--- src/rtl/pwm_pkg.sv ---
// Shared PWM definitions: decoder FSM encoding, decoder defaults and the
// dimmer timing constants the decoder is normally pointed at.
package pwm_pkg;

    // Decoder defaults
    localparam int PWM_CNT_W_DEF       = 16;
    localparam int PWM_SYNC_STAGES_DEF = 2;

    // Dimmer output: fixed 16-cycle frame, duty programmable in whole cycles
    localparam int DIM_PERIOD_CYCLES = 16;
    localparam int DIM_MIN_HIGH      = 1;
    localparam int DIM_MAX_HIGH      = DIM_PERIOD_CYCLES - 1;

    // Decoder measurement states
    typedef enum logic [1:0] {
        WAIT_RISE = 2'd0,
        HIGH      = 2'd1,
        LOW       = 2'd2,
        STUCK     = 2'd3
    } pwm_state_e;

    // Clamp a requested dimmer high time into the range the dimmer can emit,
    // so the waveform always has at least one high and one low cycle.
    function automatic int dim_clamp_high(input int req_high);
        if (req_high < DIM_MIN_HIGH) begin
            return DIM_MIN_HIGH;
        end
        if (req_high > DIM_MAX_HIGH) begin
            return DIM_MAX_HIGH;
        end
        return req_high;
    endfunction

endpackage

--- src/rtl/pwm_decoder_sync_edge_detect.sv ---
// Synchroniser for the asynchronous PWM input followed by a single
// edge-detect register. rise/fall are combinational from the synced level
// and the previous synced level, so they are valid in the cycle after the
// level reaches the end of the synchroniser chain.
module sync_edge_detect
    import pwm_pkg::*;
#(
    parameter int SYNC_STAGES = PWM_SYNC_STAGES_DEF
) (
    input  logic clk,
    input  logic rst_n,
    input  logic async_in,
    output logic level,
    output logic rise,
    output logic fall
);

    logic [SYNC_STAGES-1:0] sync_q;
    logic [SYNC_STAGES-1:0] sync_d;
    logic                   prev_q;
    logic                   prev_d;

    // Shift the raw input through the chain; remember the last synced level
    always_comb begin
        sync_d = {sync_q[SYNC_STAGES-2:0], async_in};
        prev_d = sync_q[SYNC_STAGES-1];
    end

    // Synchroniser and edge-detect registers
    always_ff @(posedge clk or negedge rst_n) begin
        if (!rst_n) begin
            sync_q <= '0;
            prev_q <= 1'b0;
        end else begin
            sync_q <= sync_d;
            prev_q <= prev_d;
        end
    end

    assign level = sync_q[SYNC_STAGES-1];
    assign rise  = level & ~prev_q;
    assign fall  = ~level & prev_q;

endmodule

--- src/rtl/pwm_decoder.sv ---
// PWM decoder: measures period (rise to rise) and high time of an
// asynchronous PWM input in clk cycles, flags a stuck waveform.
//
// state     | meaning
// ----------+-----------------------------------------------------------
// WAIT_RISE | no reference rise yet; counter held at 0
// HIGH      | input high, counting; fall latches the high time
// LOW       | input low, counting; rise publishes period/high_time
// STUCK     | counter saturated; timeout set until the next edge
//
// The counter is loaded with 1 in the cycle a rise is detected, so on the
// next rise it holds exactly the number of cycles between the two rises.
// A fall in the cycle right after a rise therefore measures high_time = 1.
// valid is registered from the combinational rise, giving a fixed latency
// of SYNC_STAGES+1 clock edges counted from the edge that first samples
// the new pwm_in level.
module pwm_decoder
    import pwm_pkg::*;
#(
    parameter int CNT_W       = PWM_CNT_W_DEF,
    parameter int SYNC_STAGES = PWM_SYNC_STAGES_DEF
) (
    input  logic             clk,
    input  logic             rst_n,
    input  logic             pwm_in,
    output logic [CNT_W-1:0] period,
    output logic [CNT_W-1:0] high_time,
    output logic             valid,
    output logic             timeout,
    output logic             stuck_level
);

    localparam logic [CNT_W-1:0] CNT_MAX = '1;
    localparam logic [CNT_W-1:0] CNT_ONE = {{(CNT_W-1){1'b0}}, 1'b1};

    logic level;
    logic rise;
    logic fall;

    pwm_state_e       state_q,       state_d;
    logic [CNT_W-1:0] cnt_q,         cnt_d;
    logic [CNT_W-1:0] hi_lat_q,      hi_lat_d;
    logic [CNT_W-1:0] period_q,      period_d;
    logic [CNT_W-1:0] high_time_q,   high_time_d;
    logic             valid_q,       valid_d;
    logic             timeout_q,     timeout_d;
    logic             stuck_level_q, stuck_level_d;

    logic             cnt_sat;
    logic [CNT_W-1:0] cnt_inc;

    sync_edge_detect #(
        .SYNC_STAGES (SYNC_STAGES)
    ) u_sync_edge_detect (
        .clk      (clk),
        .rst_n    (rst_n),
        .async_in (pwm_in),
        .level    (level),
        .rise     (rise),
        .fall     (fall)
    );

    assign cnt_sat = (cnt_q == CNT_MAX);
    assign cnt_inc = cnt_q + CNT_ONE;

    // Next-state, counter and output-register update
    always_comb begin
        state_d       = state_q;
        cnt_d         = cnt_q;
        hi_lat_d      = hi_lat_q;
        period_d      = period_q;
        high_time_d   = high_time_q;
        valid_d       = 1'b0;
        timeout_d     = timeout_q;
        stuck_level_d = stuck_level_q;

        case (state_q)
            WAIT_RISE: begin
                cnt_d = '0;
                if (rise) begin
                    cnt_d   = CNT_ONE;
                    state_d = HIGH;
                end
            end

            HIGH: begin
                // Saturation wins over a coincident fall: a high time of
                // CNT_MAX would leave no room for a larger period.
                if (cnt_sat) begin
                    state_d       = STUCK;
                    timeout_d     = 1'b1;
                    stuck_level_d = level;
                end else if (fall) begin
                    hi_lat_d = cnt_q;
                    cnt_d    = cnt_inc;
                    state_d  = LOW;
                end else begin
                    cnt_d = cnt_inc;
                end
            end

            LOW: begin
                // A rise on the saturated count is still a legal period.
                if (rise) begin
                    period_d    = cnt_q;
                    high_time_d = hi_lat_q;
                    valid_d     = 1'b1;
                    cnt_d       = CNT_ONE;
                    state_d     = HIGH;
                end else if (cnt_sat) begin
                    state_d       = STUCK;
                    timeout_d     = 1'b1;
                    stuck_level_d = level;
                end else begin
                    cnt_d = cnt_inc;
                end
            end

            STUCK: begin
                // A rise here starts a fresh period; its measurement is
                // published on the following rise.
                if (rise) begin
                    cnt_d         = CNT_ONE;
                    timeout_d     = 1'b0;
                    stuck_level_d = 1'b0;
                    state_d       = HIGH;
                end else if (fall) begin
                    cnt_d         = '0;
                    timeout_d     = 1'b0;
                    stuck_level_d = 1'b0;
                    state_d       = WAIT_RISE;
                end
            end

            default: begin
                cnt_d         = '0;
                timeout_d     = 1'b0;
                stuck_level_d = 1'b0;
                state_d       = WAIT_RISE;
            end
        endcase
    end

    // State, counter and registered outputs
    always_ff @(posedge clk or negedge rst_n) begin
        if (!rst_n) begin
            state_q       <= WAIT_RISE;
            cnt_q         <= '0;
            hi_lat_q      <= '0;
            period_q      <= '0;
            high_time_q   <= '0;
            valid_q       <= 1'b0;
            timeout_q     <= 1'b0;
            stuck_level_q <= 1'b0;
        end else begin
            state_q       <= state_d;
            cnt_q         <= cnt_d;
            hi_lat_q      <= hi_lat_d;
            period_q      <= period_d;
            high_time_q   <= high_time_d;
            valid_q       <= valid_d;
            timeout_q     <= timeout_d;
            stuck_level_q <= stuck_level_d;
        end
    end

    assign period      = period_q;
    assign high_time   = high_time_q;
    assign valid       = valid_q;
    assign timeout     = timeout_q;
    assign stuck_level = stuck_level_q;

endmodule

--- config.mk ---
export PLATFORM = sky130hd
export DESIGN_NAME = pwm_decoder
export DESIGN_NICKNAME = d
export VERILOG_FILES = /design/src/rtl/pwm_pkg.sv /design/src/rtl/pwm_decoder_sync_edge_detect.sv /design/src/rtl/pwm_decoder.sv
export SDC_FILE = /design/constraint.sdc
export NUM_CORES = 1
export LEC_CHECK = 0
export BUFFER_PORTS_ARGS = -buffer_cell sky130_fd_sc_hd__buf_2
export CAP_MARGIN = 5
export CORE_ASPECT_RATIO = 0.9
export CORE_MARGIN = 3
export CORE_UTILIZATION = 50
export CTS_CLUSTER_DIAMETER = 100
export DETAILED_ROUTE_END_ITERATION = 7
export MAX_ROUTING_LAYER = met4
export PLACE_DENSITY_LB_ADDON = 0.15
export SLEW_MARGIN = 20
export SYNTH_ARGS = -nofsm -noshare
export SYNTH_HDL_FRONTEND = slang
export SYNTH_SLANG_ARGS = --single-unit
--- constraint.sdc ---
create_clock -name clk -period 3.9 [get_ports clk]
set_clock_uncertainty 0.05 [all_clocks]
set_input_delay 1.17 -clock clk [delete_from_list [all_inputs] [get_ports clk]]
set_output_delay 1.17 -clock clk [all_outputs]
set_load 0.01 [all_outputs]
Word level (Yosys, flattened, before mapping)
Index checks and enable logic that the tools add are counted.
{ "totals": {"wordCells": 55, "input_bits": 3, "reg_bits": 72} }
{ "op_classes": {"add_sub_neg": 1, "muxes": 24, "n_bitwise": 5, "eq_ne": 9, "n_reduce_logical": 6} }
{ "ops": {"columns": ["operator", "n"], "rows": [
  ["$mux W16", 4],
  ["$pmux W16 S4", 1],
  ["$add A16 B1 Y16 const B", 1],
  ["$eq A16 B16 Y1 const B", 1],
  ["$mux W2", 7],
  ["$mux W1", 9],
  ["$ne A3 B3 Y1 const B", 3],
  ["$pmux W2 S4", 1],
  ["$pmux W1 S3", 2],
  ["$reduce_and A3 Y1", 2],
  ["$eq A2 B2 Y1 const B", 2],
  ["$ne A2 B2 Y1 const B", 2],
  ["$reduce_and A4 Y1", 1],
  ["$not A1 Y1", 3],
  ["$reduce_bool A3 Y1", 1],
  ["$and A1 B1 Y1", 2],
  ["$eq A2 B1 Y1 const B", 1],
  ["$logic_not A2 Y1", 1],
  ["$reduce_and A2 Y1", 1]
]} }

Longest topological paths before layout
Gate-level depths: netlist (run 1).
{ "logic_depth": {"word_depth": 5, "ltp_mapped": 7} }

By module
Synthesis (run 1) repeated with hierarchy kept, for this count alone.
{ "unflattened": {"cells_unflattened": 260, "hier_area_um2": 3265.6} }
{ "by_module_without_submodules": {"columns": ["module", "area_per_inst_um2", "instances", "seq_area_each_um2", "cells_per_inst"], "rows": [
  ["pwm_decoder", 3175.5, 1, 1726.7, 255],
  ["sync_edge_detect", 90.1, 1, 75.1, 5]
]} }

Worst setup path before layout (run 1)
OpenSTA, ideal clock, no wires.
{ "synth_path": {"path_type": "reg2reg", "from": "register cnt_q[0]", "to": "register hi_lat_q[10]", "arrival_ns": 2.021, "synth_period_minus_slack_ns": 2.196, "t_required_ns": 3.725, "setup_ns": 0.125, "path_stages_with_launch": 8, "slack_ns": 1.704, "n_path_buf": 2, "cell_sequence": "dfrtp_1 -> ha_1 -> nand4_1 -> or4_4 -> and3_4 -> buf_6 -> buf_6 -> mux2_2"} }
{ "synth_via": {"elab_chain_len": 3} }
{ "synth_rtl": {"columns": ["element", "line_no", "source"], "rows": [
  ["from (decl)", "pwm_decoder.sv:41", "logic [CNT_W-1:0] cnt_q, cnt_d;"],
  ["from (signal assigned)", "pwm_decoder.sv:157", "cnt_q <= cnt_d;"],
  ["$eq A16 B16 Y1", "pwm_decoder.sv:63", "assign cnt_sat = (cnt_q == CNT_MAX);"],
  ["$not A1 Y1 (no line)", null, null],
  ["$reduce_and A3 Y1 (no line)", null, null],
  ["to (signal assigned)", "pwm_decoder.sv:158", "hi_lat_q <= hi_lat_d;"],
  ["to (decl)", "pwm_decoder.sv:42", "logic [CNT_W-1:0] hi_lat_q, hi_lat_d;"]
]} }
No other way between the ends.
A chain may end at the register's enable or synchronous reset.

Worst setup path after layout (run 1)
{ "layout_path": {"from": "register state_q[0]", "to": "register stuck_level_q (netlist: stuck_level)"} }
{ "layout_via": {"elab_chain_len": 3, "word_cells_on_any_way": 8, "classes_between": "eq/ne: 5; mux: 1; reduce/logical: 2"} }
{ "layout_rtl": {"columns": ["element", "line_no", "source"], "rows": [
  ["from (decl)", "pwm_decoder.sv:40", "pwm_state_e state_q, state_d;"],
  ["from (signal assigned)", "pwm_decoder.sv:156", "state_q <= state_d;"],
  ["$eq A2 B2 Y1 / $eq A2 B1 Y1 (equally long branches)", "pwm_decoder.sv:77", "case (state_q)"],
  ["$ne A3 B3 Y1 (no line), or another cell as far along", null, null],
  ["$reduce_and A3 Y1 (no line)", null, null],
  ["to (signal assigned)", "pwm_decoder.sv:163", "stuck_level_q <= stuck_level_d;"],
  ["to (decl)", "pwm_decoder.sv:47", "logic stuck_level_q, stuck_level_d;"]
]} }
Several ways; a longest one is shown, not always the timed one.

==> results of run 1 <==
-- cell families after synthesis --
| logic type | count (synthesis) | synth area share (%) |
|---|---|---|
| adder cells (fa/ha/maj) | 7 | 2.76 |
| AND/OR/NAND/NOR | 60 | 10.9 |
| AO/OA/AOI/OAI | 48 | 9.56 |
| flip-flops | 72 | 56.9 |
| multiplexers | 48 | 17.1 |
| buffers and inverters | 20 | 2.84 |
-- cell usage in the layout, fill, tap and decap left out, types with 3 or more instances in the layout --
cell type / instances
buf_4: 3
clkbuf_8: 10
or3_1: 8
inv_1: 10
nor4_1: 3
nor2_1: 6
a21oi_1: 14
ha_1: 7
dfrtp_1: 72
o21ai_0: 14
mux2_2: 48
nand3_1: 5
nand2_1: 10
buf_2: 37
nand4_1: 4
o211ai_1: 3
bufinv_16: 3
and3_1: 4
nor3_1: 5
and2_1: 4
-- stage by stage --
| step | setup WS, ns | util (%) | std cells | hold WS [ns] |
|---|---|---|---|---|
| 6_report | 1.52 | 62.8 | 387 | 0.338 |
| 5_1_grt | 1.20 | 62.8 | 387 | 0.340 |
| 4_1_cts | 1.48 | 62.8 | 387 | 0.332 |
| 3_5_place_dp | 1.48 | 58.6 | 371 | 0.294 |
| 3_3_place_gp | 1.62 | 58.6 | 371 | 0.312 |
| 2_1_floorplan | 1.70 | - | 255 | 0.281 |
-- sequential cells by signal (all words and copies together), names as in the netlist --
signal,flops
u_sync_edge_detect.sync_q,2
valid,1
timeout,1
stuck_level,1
cnt_q,16
u_sync_edge_detect.prev_q,1
hi_lat_q,16
period,16
high_time,16
state_q,2
-- worst max-delay path: stages, from the launching register on --
cell	delay [ns]
dfrtp_1	0.39
inv_1	0.09
ha_1	0.26
nand2_1	0.65
clkinv_1	0.20
nor3_1	0.40
nand4b_1	0.15
o211ai_1	0.11
-- worst paths after layout --
kind                                               from                           end  slack, ns  cells past startpoint
setup / recovery                             state_q[0]                   stuck_level       1.52                      7
hold / removal             u_sync_edge_detect.sync_q[0]  u_sync_edge_detect.sync_q[1]       0.34                      0
setup reg to reg                             state_q[0]                   stuck_level       1.52                      7
hold reg to reg            u_sync_edge_detect.sync_q[0]  u_sync_edge_detect.sync_q[1]       0.34                      0
max in group asynchronous                         rst_n                   hi_lat_q[5]       2.32                      2
min in group asynchronous                         rst_n  u_sync_edge_detect.sync_q[0]       0.82                      1
-- layout make-up --
cell class | instances | share of cell area [%]
Sequential cell | 72 | 48.7
Multi-Input combinational cell | 163 | 34.5
Timing Repair Buffer | 41 | 6.16
Clock buffer | 11 | 3.82
Tap cell | 84 | 2.84
Clock inverter | 5 | 2.81
Inverter | 11 | 1.12
-- power breakdown --
part           switching (uW)  leakage, uW  internal (uW)
clock network             262     0.000124            443
registers                39.7     0.000991            794
logic                     229     0.000726            156
total                     531      0.00184           1390
-- per-layer routing --
layer | wire (um) | GRT usage (%) | part of all wire, %
met3 | 278 | 6.59 | 4.8
met1 | 2920 | 24.5 | 50
met4 | 73 | 6.57 | 1.3
met5 | 0 | - | 0
met2 | 2540 | 27.6 | 44
==> results_dict.tcl, run 1 <==
set metrics [dict create \
    syn_inst 255 \
    area_growth_pct 16.7 \
    cp.required_ns 4.11 \
    end_kind "register" \
    cts-root-buf "clkbuf_8" \
    synthArstFlopShare_pct 100 \
    cts_tree "built" \
    finalNetCount 308 \
    synth_largest_area_cell "dfrtp_1" \
    crit_fanout 20 \
    p_leak_uw 0.00184 \
    maxCapViolations 0 \
    synthesis.area_um2 3170 \
    diodes 0 \
    remaining_drc_errors 0 \
    n_fill_cell 489 \
    status "complete, no violations" \
    synth_top_area_share_pct 56.9 \
    syn_nets 265 \
    slew_viol_final 0 \
    clk_latency_ns 0.34 \
    multi_input_area_um2 1280 \
    first_pass_iters 5 \
    die_h_um 81.5 \
    synth-seq-area-share_pct 56.9 \
    ctsResizeCount 0 \
    synth_area_leaders "dfrtp_1 (57%), mux2_2 (17%), ha_1 (2.8%)" \
    grt_overflow_total 0 \
    io_buffers 37 \
    grt_use_total_pct 18.8 \
    grt_max_degree 43 \
    drive_gt1_share_pct 35.3 \
    yosys-top-cells-count "dfrtp_1 (72), mux2_2 (48), a21oi_1 (14), o21ai_0 (14)" \
    htreeDepth 3 \
    rows 26 \
    path_clk_slew_ns 0.07 \
    synth_edf_count 0 \
    grt_pass1_vias 2132 \
    yosys_warnings 0 \
    cts_buffer_depth 2 \
    die-area_um2 7330 \
    grt_pass1_wl_mm 10.3 \
    synthMostInstantiatedCell "dfrtp_1" \
    place_congestion 0.872 \
    holdBufCountCts 0 \
    cts_buffers 9 \
    core-area_um2 5890 \
    setup_viol 0 \
    max_freq_mhz 420 \
    die_w_um 89.9 \
    yosysUniqueCellTypes 41 \
    hpwl_mm 3.93 \
    powerDensity_nw_per_um2 520 \
    ys_ff_latch 72 \
    hp-class "register to register" \
    p_total_uw 1920 \
    cp.arrival_ns 2.59 \
    antenna_found_initial 0 \
    fin_area_um2 3700 \
    peakVddDrop_uv 322 \
    worstMarginPinSlew_ns 0.937 \
    ys.flop_type "dfrtp_1" \
    min_period_ns 2.38 \
    cts.sinks 72 \
    postCtsSetupRepairBufs 0 \
    rsz0062_at_grt "no" \
    path_class "register to register" \
    dpl-instance-area_um2 3450 \
    syn_area_per_cell_um2 12.4 \
    vias 2135 \
    slew-limit-headroom_pct 37.3 \
    fin_crit_sh_pct 61.1 \
    seq_area_um2 1800 \
    start_util_pct 53.8 \
    drt_wl_total_mm 5.82 \
    dr.first_iter.drc_count 173 \
    io_pins 38 \
    viasPerCell 5.52 \
    avgRoutedWirePerCell_um 15.0 \
    crit_path_start_kind "register" \
    ant_nets 0 \
    fin_setup_tns_ns 0 \
    hold_viol_final 0 \
]
Note: power is estimated with default switching activity, not from simulation.
==> run 2: changes to the inputs <==
ABC_AREA = 1   (was unset)
clock period = 2.5 ns   (was 3.9 ns; I/O delays follow)
==> run 2 against run 1 <==
Against the previous run:
- wire length grew 15%
- sequential share of layout area grew 0.52 points
- setup slack lost 1.1 ns
- register-to-register slack lost 1.1 ns
- clock power grew 14%
- global-route usage grew 2.3 points
- cell count grew 29%
- synthesized cell count grew 44%
- maximum frequency grew 13%
- critical path type unchanged
- critical endpoint is now cnt_q[11]
- largest power group unchanged
- highest routed layer unchanged
==> results_dict.tcl, run 2 <==
set metrics [dict create \
    clk_latency_ns 0.34 \
    dpl-instance-area_um2 3490 \
    path_common_cell "nand2_1" \
    worstMarginPinSlew_ns 0.559 \
    setup_ws_ns 0.391 \
    antenna_found_initial 0 \
    grt_use_total_pct 21.0 \
    die_w_um 89.9 \
    powerDensity_nw_per_um2 753 \
    ys.flop_type "dfrtp_1" \
    vias 2503 \
    synth_top_area_share_pct 56.9 \
    remaining_drc_errors 0 \
    min_period_ns 2.11 \
    hold_viol_final 0 \
    first_pass_iters 4 \
    rows 26 \
    cts_buffer_depth 2 \
    fin_area_um2 3660 \
    fin_setup_tns_ns 0 \
    syn_nets 378 \
    die-area_um2 7330 \
    path_clk_slew_ns 0.07 \
    io_pins 38 \
    core-area_um2 5890 \
    avgRoutedWirePerCell_um 13.5 \
    viasPerCell 5.02 \
    final_common_cell "nand2_1" \
    dr.first_iter.drc_count 97 \
    start_util_pct 53.8 \
    cts_tree "built" \
    syn_area_per_cell_um2 8.61 \
    grt_pass1_vias 2439 \
    setup_viol 0 \
    die_h_um 81.5 \
    end_kind "register" \
    n_fill_cell 520 \
    grt_pass1_wl_mm 11.8 \
    cts.sinks 72 \
    path_delay_family "simple AND/OR/NAND/NOR gates" \
    hpwl_mm 4.77 \
    area_growth_pct 15.5 \
    synth_largest_area_cell "dfrtp_1" \
    yosysUniqueCellTypes 29 \
    grt_max_degree 41 \
    pre_cts_ws_ns 0.424 \
    final_cell_mix "nand2_1 (122), dfrtp_1 (72), o21ai_0 (43), buf_2 (37), inv_1 (34)" \
    io_buffers 37 \
    synthesis.area_um2 3170 \
    p_leak_uw 0.00187 \
    path_class "register to register" \
    hp-class "register to register" \
    cp_slowest_cell "dfrtp_1" \
    crit_cells 10 \
    synthArstFlopShare_pct 100 \
    crit_buf_inv 2 \
    status "complete, no violations" \
    place_congestion 0.890 \
    syn_inst 368 \
    critPathMaxStageDelay_ns 0.40 \
    yosys-top-cells-count "nand2_1 (122), dfrtp_1 (72), o21ai_0 (43)" \
    cp.arrival_ns 2.30 \
    fin_crit_sh_pct 84.4 \
    rsz0062_at_grt "no" \
    drive_gt1_share_pct 16.6 \
    crit_chain "ha_1, inv_1, nor2_2, nand4_1, nand2_1, inv_2, nand2_1, nand2_1, nand2_1, nor2_1" \
    grt_overflow_total 0 \
    hold_depth 0 \
    finalNetCount 420 \
    diodes 0 \
    yosys_warnings 0 \
    ant_nets 0 \
    crit_fanout 9 \
    cts_buffers 9 \
    synth-seq-area-share_pct 56.9 \
    crit_path_start_kind "register" \
    maxCapViolations 0 \
    synth_area_leaders "dfrtp_1 (57%), nand2_1 (14%), o21ai_0 (6.8%)" \
    rr_worst_depth 10 \
    drt_wl_total_mm 6.72 \
    htreeDepth 3 \
    slew_viol_final 0 \
    max_freq_mhz 474 \
    ctsResizeCount 0 \
    ys_ff_latch 72 \
    synthMostInstantiatedCell "nand2_1" \
    slew-limit-headroom_pct 62.8 \
    peakVddDrop_uv 513 \
    postCtsSetupRepairBufs 0 \
    cp.required_ns 2.69 \
    holdBufCountCts 0 \
    cts-root-buf "clkbuf_8" \
    synth_edf_count 0 \
]
-- run 2: cell count changes after synthesis, moves of 4 or more --
cell     delta
nand2_1   +112
mux2_2     -48
o21ai_0    +29
inv_1      +24
nor2_1     +17
or3_1       -8
nand3_1     +5
a21oi_1     -4
and2_1      -4
and3_1      -4
nor3_1      +4
-- run 2: worst paths after layout --
check,start,end,slack (ns)
min reg2reg,u_sync_edge_detect.sync_q[0],u_sync_edge_detect.sync_q[1],0.30
min in group asynchronous,rst_n,period[3],0.35
max,cnt_q[0],cnt_q[11],0.39
max in group asynchronous,rst_n,high_time[14],1.51
max reg2reg,cnt_q[0],cnt_q[11],0.39
min,u_sync_edge_detect.sync_q[0],u_sync_edge_detect.sync_q[1],0.30
-- run 2: power by group --
group | switching, uW | internal (uW)
sequential | 53.9 | 1240
combinational | 453 | 199
clock | 426 | 380
total | 934 | 1820
-- run 2: metrics by stage --
step	util (%)	instances	hold WS [ns]	power (uW)
after floorplan	-	368	0.281	1750
after global placement	59.2	483	0.288	1960
after detailed placement	59.2	483	0.285	1970
after CTS	62.1	499	0.303	2780
after global routing	62.1	499	0.327	2940
final	62.1	499	0.300	2750
-- run 2: layer usage --
metal,up-vias,track usage (%),wire (um)
met2,62,34.4,3130
met5,-,-,0
met3,10,4.85,338
li1,1255,-,-
met4,0,7.34,86
met1,1176,26.3,3170
-- run 2: cell type report --
class / count / area (um2) / share of cell area (%)
clock inverters: 6 / 35.0 / 0.958
well taps: 84 / 105 / 2.87
inverters: 36 / 135 / 3.69
multi-input cells: 249 / 1170 / 32.0
repair buffers: 42 / 273 / 7.46
clock buffers: 10 / 138 / 3.76
flip-flops and latches: 72 / 1800 / 49.2
-- run 2: cell families (layout without fill, tap and decap cells) --
group | after synthesis | in the layout | synth area share [%]
compound gates | 66 | 66 | 11.4
xor+xnor | 1 | 1 | 0.277
flops | 72 | 72 | 56.9
buf+inv | 47 | 94 | 6.16
simple gates | 175 | 175 | 22.6
fa+ha+maj | 7 | 7 | 2.76
-- run 2: worst register-to-register path, cell delays in order, from the launching register on --
cell and delay, ns:
dfrtp_1 0.40, ha_1 0.21, inv_1 0.09, nor2_2 0.19, nand4_1 0.34, nand2_1 0.38, inv_2 0.10, nand2_1 0.10
nand2_1 0.05, nand2_1 0.05, nor2_1 0.04
